<file path="src/rtl/control_unit.sv">
// control_unit: multi-cycle FETCH/EXEC/LDWB/HALT sequencer for a 16-bit
// instruction set. Holds PC and IR and decodes datapath control from them.
module control_unit #(
    parameter logic [5:0] PC_RESET = 6'd0
) (
    input  logic        clk_main,
    input  logic        reset,
    input  logic [15:0] InstrIn,
    input  logic        Z,
    output logic [5:0]  PC,
    output logic [3:0]  DR,
    output logic [3:0]  SA,
    output logic [3:0]  SB,
    output logic [3:0]  FS,
    output logic [15:0] ConstOut,
    output logic        MB,
    output logic        MM,
    output logic        MD,
    output logic        RW,
    output logic        MW,
    output logic        halted
);

    typedef enum logic [1:0] {
        FETCH = 2'd0,
        EXEC  = 2'd1,
        LDWB  = 2'd2,
        HALT  = 2'd3
    } state_t;

    localparam logic [3:0] OP_LDI = 4'hC;
    localparam logic [3:0] OP_LD  = 4'hD;
    localparam logic [3:0] OP_ST  = 4'hE;
    localparam logic [3:0] OP_BR  = 4'hF;

    localparam logic [3:0] BR_JMP = 4'h0;
    localparam logic [3:0] BR_BZ  = 4'h1;
    localparam logic [3:0] BR_BNZ = 4'h2;
    localparam logic [3:0] BR_HLT = 4'hF;

    state_t      state;
    state_t      state_nx;
    logic [15:0] ir;
    logic [5:0]  pc_nx;
    logic [3:0]  op;
    logic [3:0]  sub;
    logic [5:0]  br_off;

    assign op     = ir[15:12];
    assign sub    = ir[11:8];
    // Branch displacement is IR[3:0] sign-extended to the PC width.
    assign br_off = {{2{ir[3]}}, ir[3:0]};

    // State, PC and IR registers; reset aborts any instruction in flight.
    always_ff @(posedge clk_main or negedge reset) begin
        if (!reset) begin
            state <= FETCH;
            PC    <= PC_RESET;
            ir    <= '0;
        end else begin
            state <= state_nx;
            PC    <= pc_nx;
            if (state == FETCH) begin
                ir <= InstrIn;
            end
        end
    end

    // Next state and next PC; branch decision samples Z directly in EXEC.
    always_comb begin
        state_nx = state;
        pc_nx    = PC;
        case (state)
            FETCH: begin
                state_nx = EXEC;
                pc_nx    = PC + 6'd1;
            end
            EXEC: begin
                if (op == OP_LD) begin
                    state_nx = LDWB;
                end else if (op == OP_BR && sub == BR_HLT) begin
                    state_nx = HALT;
                end else begin
                    state_nx = FETCH;
                end
                if (op == OP_BR) begin
                    case (sub)
                        BR_JMP:  pc_nx = ir[5:0];
                        BR_BZ:   if (Z)  pc_nx = PC + br_off;
                        BR_BNZ:  if (!Z) pc_nx = PC + br_off;
                        default: pc_nx = PC;
                    endcase
                end
            end
            LDWB:    state_nx = FETCH;
            HALT:    state_nx = HALT;
            default: state_nx = FETCH;
        endcase
    end

    // Moore decode of datapath controls from state and IR.
    always_comb begin
        DR       = ir[11:8];
        SA       = ir[7:4];
        SB       = ir[3:0];
        ConstOut = {12'h000, ir[3:0]};
        FS       = (op == OP_BR) ? 4'h0 : op;
        MB       = 1'b0;
        MM       = 1'b0;
        MD       = 1'b0;
        RW       = 1'b0;
        MW       = 1'b0;
        halted   = (state == HALT);
        case (state)
            EXEC: begin
                if (op <= OP_LDI) RW = 1'b1;
                if (op == OP_LDI) MB = 1'b1;
                if (op == OP_ST)  MW = 1'b1;
            end
            LDWB: begin
                MD = 1'b1;
                RW = 1'b1;
            end
            default: begin
                RW = 1'b0;
                MW = 1'b0;
            end
        endcase
    end

endmodule

</file>
<file path="config.mk">
export PLATFORM = sky130hd
export DESIGN_NAME = control_unit
export DESIGN_NICKNAME = d
export VERILOG_FILES = /design/src/rtl/control_unit.sv
export SDC_FILE = /design/constraint.sdc
export NUM_CORES = 1
export LEC_CHECK = 0
export CAP_MARGIN = 0
export CORE_ASPECT_RATIO = 1.5
export CORE_MARGIN = 1
export CORE_UTILIZATION = 48
export DETAILED_ROUTE_END_ITERATION = 12
export GPL_ROUTABILITY_DRIVEN = 1
export PLACE_DENSITY = 0.86
export SLEW_MARGIN = 20
export SYNTH_ARGS = -nofsm -noshare
export SYNTH_HDL_FRONTEND = slang
export SYNTH_SLANG_ARGS = --single-unit
</file>
<file path="constraint.sdc">
create_clock -name clk_main -period 4.4 [get_ports clk_main]
set_input_delay 0.44 -clock clk_main [delete_from_list [all_inputs] [get_ports clk_main]]
set_output_delay 0.44 -clock clk_main [all_outputs]
set_load 0.05 [all_outputs]
</file>
==> results_dict.tcl, run 1 <==
set metrics [dict create \
    cpPeakStageDelay_ns 0.83 \
    htreeDepth 1 \
    post_cts_buffers 0 \
    path_clk_slew_ns 0.08 \
    synth_ff_type "dfrtp_1" \
    cts_tree "yes" \
    crit_path_end_kind "primary output" \
    wl_per_cell_um 12.4 \
    period_share_pct 66.1 \
    critPathKind "flop to primary output" \
    crit_cells 5 \
    first_pass_iters 4 \
    syn_avg_cell_area_um2 9.91 \
    hold_viol 0 \
    nFillCells 328 \
    routabilityCongestion 0.840 \
    fmax_ghz 0.344 \
    drv_cap 0 \
    start_kind "flop" \
    grt_max_degree 25 \
    grt-ovfl-total 0 \
    ios 63 \
    worstPathCellList "inv_1 > ha_1 > nand2_1 > nor3_1 > clkdlybuf4s50_1" \
    skew_ns 0.00211 \
    dp_hpwl_um 2320 \
    path_buf_inv 2 \
    die_y_um 75.0 \
    synthTopCellsByArea "dfrtp_1 35%, buf_4 13%, mux2_2 8.6%, ha_1 7.3%, nor2_1 2.6%" \
    initial_core_util_pct 50.4 \
    synth-edff-count 0 \
    synth.most_common_cell "buf_4" \
    diodes 0 \
    fin_tns_setup_ns 0 \
    rsz0062_at_grt "false" \
    clkLatencyLatePin_ns 0.26 \
    async_reset_ff_share_pct 100 \
    antenna_found_initial 0 \
    yosysSeqAreaShare_pct 35.2 \
    synth_top_area_share_pct 35.2 \
    core_area_um2 3380 \
    crit_fanout 15 \
    core.rowCount 26 \
    grt_pass1_vias 1186 \
    grt_use_total_pct 17.7 \
    setup_viol_count_final 0 \
    status "finished clean" \
    cp_slowest_cell "clkdlybuf4s50_1" \
    clock-sinks 24 \
    maxSlewHeadroom_pct 40.9 \
    die_area_um2 3800 \
    grt_pass1_wl_um 5090 \
    r2r_cells 6 \
    nets 235 \
    worst_pin_slew_ns 0.886 \
    yosys_warnings 0 \
    drt-vias-per-instance 5.21 \
    cts_resized 0 \
    io_buffers 49 \
    drc 0 \
    vias 1277 \
    crit_family "buffers and inverters" \
    drtIter0Drc 21 \
    wirelength_um 3050 \
    cp.required_ns 3.96 \
    ys_seq_elements 24 \
    antenna_left 0 \
    synth_area_leader_cell "dfrtp_1" \
    ys_top_cells_by_count "29 x buf_4, 24 x dfrtp_1, 13 x mux2_2" \
    syn-cell-area_um2 1700 \
    syn_to_final_growth_pct 22.5 \
    syn-instance-count 172 \
    die_x_um 50.7 \
    cts_buffers 3 \
    critical_path_arrival_ns 2.47 \
    cts_root_buf "clkbuf_8" \
    cts_hold_buf 0 \
    drive_gt1_share_pct 11.3 \
    slew_violations 0 \
    ys_types 45 \
    hold_path_class "input pin to async pin" \
    min_period_ns 2.91 \
    cts_buffer_depth 2 \
]
layer usage:
metal | vias to the layer above | GRT usage [%] | share of wire (%)
met2 | 41 | 32.7 | 54
li1 | 622 | - | -
met3 | 5 | 1.82 | 4.3
met1 | 609 | 21.0 | 40
met4 | 0 | 6.48 | 1.6
met5 | - | 0 | 0
layout by cell type, fill, tap and decap left out, types with 2 or more instances in the layout:
master and count:
clkdlybuf4s50_1 48, dfrtp_1 24, mux2_2 13, conb_1 13
nor2_1 12, ha_1 10, inv_1 7, a21oi_1 7
nand2_1 7, o21ai_0 6, nand3_1 6, a211oi_1 4
mux2i_1 4, and2_1 3, nor3_1 3, nand2b_1 3
clkbuf_8 3, nor2b_1 2, xor2_1 2, o21ai_1 2
xnor2_1 2
registers in the layout, indices dropped and copies added, names as in the netlist:
| name | flops |
|---|---|
| state | 2 |
| ir | 16 |
| PC | 6 |
worst paths after layout:
path | slack [ns] | endpoint | start
max | 1.49 | MB | state[1]$_DFF_PN0_
min | 0.15 | ir[13]$_DFFE_PN0P_ | reset
max reg2reg | 2.20 | PC[4]$_DFFE_PN0P_ | state[0]$_DFF_PN0_
min reg2reg | 0.51 | ir[6]$_DFFE_PN0P_ | ir[6]$_DFFE_PN0P_
max in group asynchronous | 3.89 | ir[7]$_DFFE_PN0P_ | reset
min in group clk_main | 0.51 | ir[6]$_DFFE_PN0P_ | ir[6]$_DFFE_PN0P_
logic make-up after synthesis:
group	share of synthesized area, %
flip-flops	35.2
AO/OA/AOI/OAI	11.0
buffers and inverters	15.7
XOR/XNOR	2.06
multiplexers	11.6
other	0.220
AND/OR/NAND/NOR	15.6
adder cells (fa/ha/maj)	8.52
per-stage QoR:
stage | utilization, % | std cells | instance area [µm²] | worst slack, ns | hold slack, ns
after global placement | 60.6 | 242 | 2050 | 1.81 | 0.491
after floorplan | - | 184 | 1750 | 1.89 | 0.144
after detailed placement | 60.6 | 242 | 2050 | 1.79 | 0.503
after CTS | 61.8 | 245 | 2090 | 1.49 | 0.522
final | 61.7 | 245 | 2090 | 1.49 | 0.147
after global routing | 61.7 | 245 | 2090 | 1.31 | 0.189
area by class of cell:
cell class | count | area [µm²] | share of cell area, %
inverters | 7 | 26.3 | 1.26
multi-input cells | 120 | 881 | 42.2
clock buffers | 3 | 41.3 | 1.98
well taps | 42 | 52.6 | 2.52
flip-flops and latches | 24 | 601 | 28.8
repair buffers | 49 | 485 | 23.3
Power of run 1 is not shown: default switching activity piles up to over one toggle a cycle in this logic, so the estimate is an artifact.
==> run 2, diff against run 1 <==
CORE_UTILIZATION = 40   (was 48)
PLACE_DENSITY = 0.76   (was 0.86)
clock period = 2.45 ns   (was 4.4 ns; I/O delays follow)
==> results_dict.tcl, run 2 (synthesized netlist as in run 1, its figures left out) <==
set metrics [dict create \
    wirelength_um 3130 \
    setup_viol_count_final 0 \
    worstPathCellList "inv_1 > ha_1 > nand2_1 > nor3_1 > buf_12" \
    drive_gt1_share_pct 13.6 \
    vias 1271 \
    reg2reg_slack_ns 0.56 \
    grt_pass1_wl_um 5260 \
    final_cell_mix "46 x clkdlybuf4s50_1, 24 x dfrtp_1, 13 x mux2_2, 13 x conb_1, 12 x nor2_1" \
    clock-sinks 24 \
    syn_to_final_growth_pct 25.7 \
    core.rowCount 28 \
    ios 63 \
    largest_register_ffs 16 \
    fmax_ghz 0.455 \
    period_share_pct 89.7 \
    hold_path_class "input pin to async pin" \
    r2r_end "PC[3]$_DFFE_PN0P_" \
    status "finished clean" \
    r2r_cells 5 \
    cpPeakStageDelay_ns 0.49 \
    rsz0062_at_grt "false" \
    critical_path_arrival_ns 1.95 \
    io_buffers 49 \
    antenna_left 0 \
    min_period_ns 2.20 \
    start_kind "flop" \
    core_area_um2 4030 \
    layout_commonest_cell "clkdlybuf4s50_1" \
    die_x_um 55.3 \
    first_pass_iters 4 \
    die_y_um 81.9 \
    antenna_found_initial 0 \
    grt_max_degree 25 \
    nets 237 \
    top_regs "ir x16, PC x6, state x2" \
    slew_violations 0 \
    grt-ovfl-total 0 \
    grt_pass1_vias 1232 \
    drtIter0Drc 16 \
    clkLatencyLatePin_ns 0.27 \
    initial_core_util_pct 42.3 \
    cts_root_buf "clkbuf_8" \
    skew_ns 0.00587 \
    cp.required_ns 2.20 \
    wl_per_cell_um 12.5 \
    regMostFlops "ir" \
    crit_fanout 15 \
    htreeDepth 1 \
    crit_path_end_kind "primary output" \
    maxSlewHeadroom_pct 64.6 \
    crit_family "simple AND/OR/NAND/NOR gates" \
    fin_tns_setup_ns 0 \
    routabilityCongestion 0.822 \
    cts_tree "yes" \
    drt-vias-per-instance 5.06 \
    die_area_um2 4530 \
    nFillCells 387 \
    r2r_start "PC[1]$_DFFE_PN0P_" \
    worst_pin_slew_ns 0.531 \
    path_clk_slew_ns 0.09 \
    cts_buffer_depth 2 \
    fin_util_pct 53.2 \
    cts_hold_buf 0 \
    drc 0 \
    dp_hpwl_um 2380 \
    diodes 0 \
    hold_viol 0 \
    critPathKind "flop to primary output" \
    cts_resized 0 \
    post_cts_buffers 0 \
    cp_slowest_cell "ha_1" \
    drv_cap 0 \
    grt_use_total_pct 14.3 \
    cts_buffers 3 \
    path_buf_inv 2 \
]
[run 2: changes by cell type in the layout (fill, tap and decap cells not counted), sizes merged]
cell	delta
buf	+4
clkdlybuf4s50	-2
clkbuf	+1
[run 2: area by class of cell]
| class | count | area, µm² | share of cell area [%] |
|---|---|---|---|
| Inverter | 7 | 26.3 | 1.23 |
| Multi-Input combinational cell | 120 | 881 | 41.1 |
| Timing Repair Buffer | 51 | 523 | 24.4 |
| Clock buffer | 4 | 55.1 | 2.57 |
| Sequential cell | 24 | 601 | 28.0 |
| Tap cell | 45 | 56.3 | 2.63 |
[run 2: metal layers]
layer	part of all wire [%]	routed length, µm	GRT usage (%)	up-vias
li1	-	-	-	624
met1	40	1260	14.7	607
met2	55	1720	29.4	36
met3	4.0	126	2.36	4
met4	0.86	27	4.00	0
met5	0	0	0	-
[run 2: worst reg2reg max path, cell delays in order, from the launching register on]
cell	delay (ns)
dfrtp_1	0.46
ha_1	0.34
a211oi_1	0.35
nor2_1	0.08
or3_1	0.33
a221oi_2	0.24
[run 2: stage by stage]
stage                     instance area [µm²]  instances  hold slack (ns)  worst slack [ns]
after detailed placement                 2090        247            0.501             0.505
after CTS                                2140        251            0.346             0.241
after global routing                     2140        251            0.370             0.135
after floorplan                          1750        184          -0.0506             0.133
after global placement                   2090        247            0.494             0.530
final                                    2140        251            0.326             0.252
[run 2: how the worst max path moves through the flow]
stage | start | endpoint | slack (ns) | cells after the start
4_1_cts | state[1]$_DFF_PN0_ | MW | 0.24 | 5
5_1_grt | state[1]$_DFF_PN0_ | MW | 0.13 | 5
3_5_place_dp | Z | PC[4]$_DFFE_PN0P_ | 0.50 | 6
3_3_place_gp | Z | PC[4]$_DFFE_PN0P_ | 0.53 | 6
6_report | state[1]$_DFF_PN0_ | MW | 0.25 | 5
2_1_floorplan | state[1]$_DFF_PN0_ | MB | 0.13 | 5
Power of run 2 is left out for the same reason.
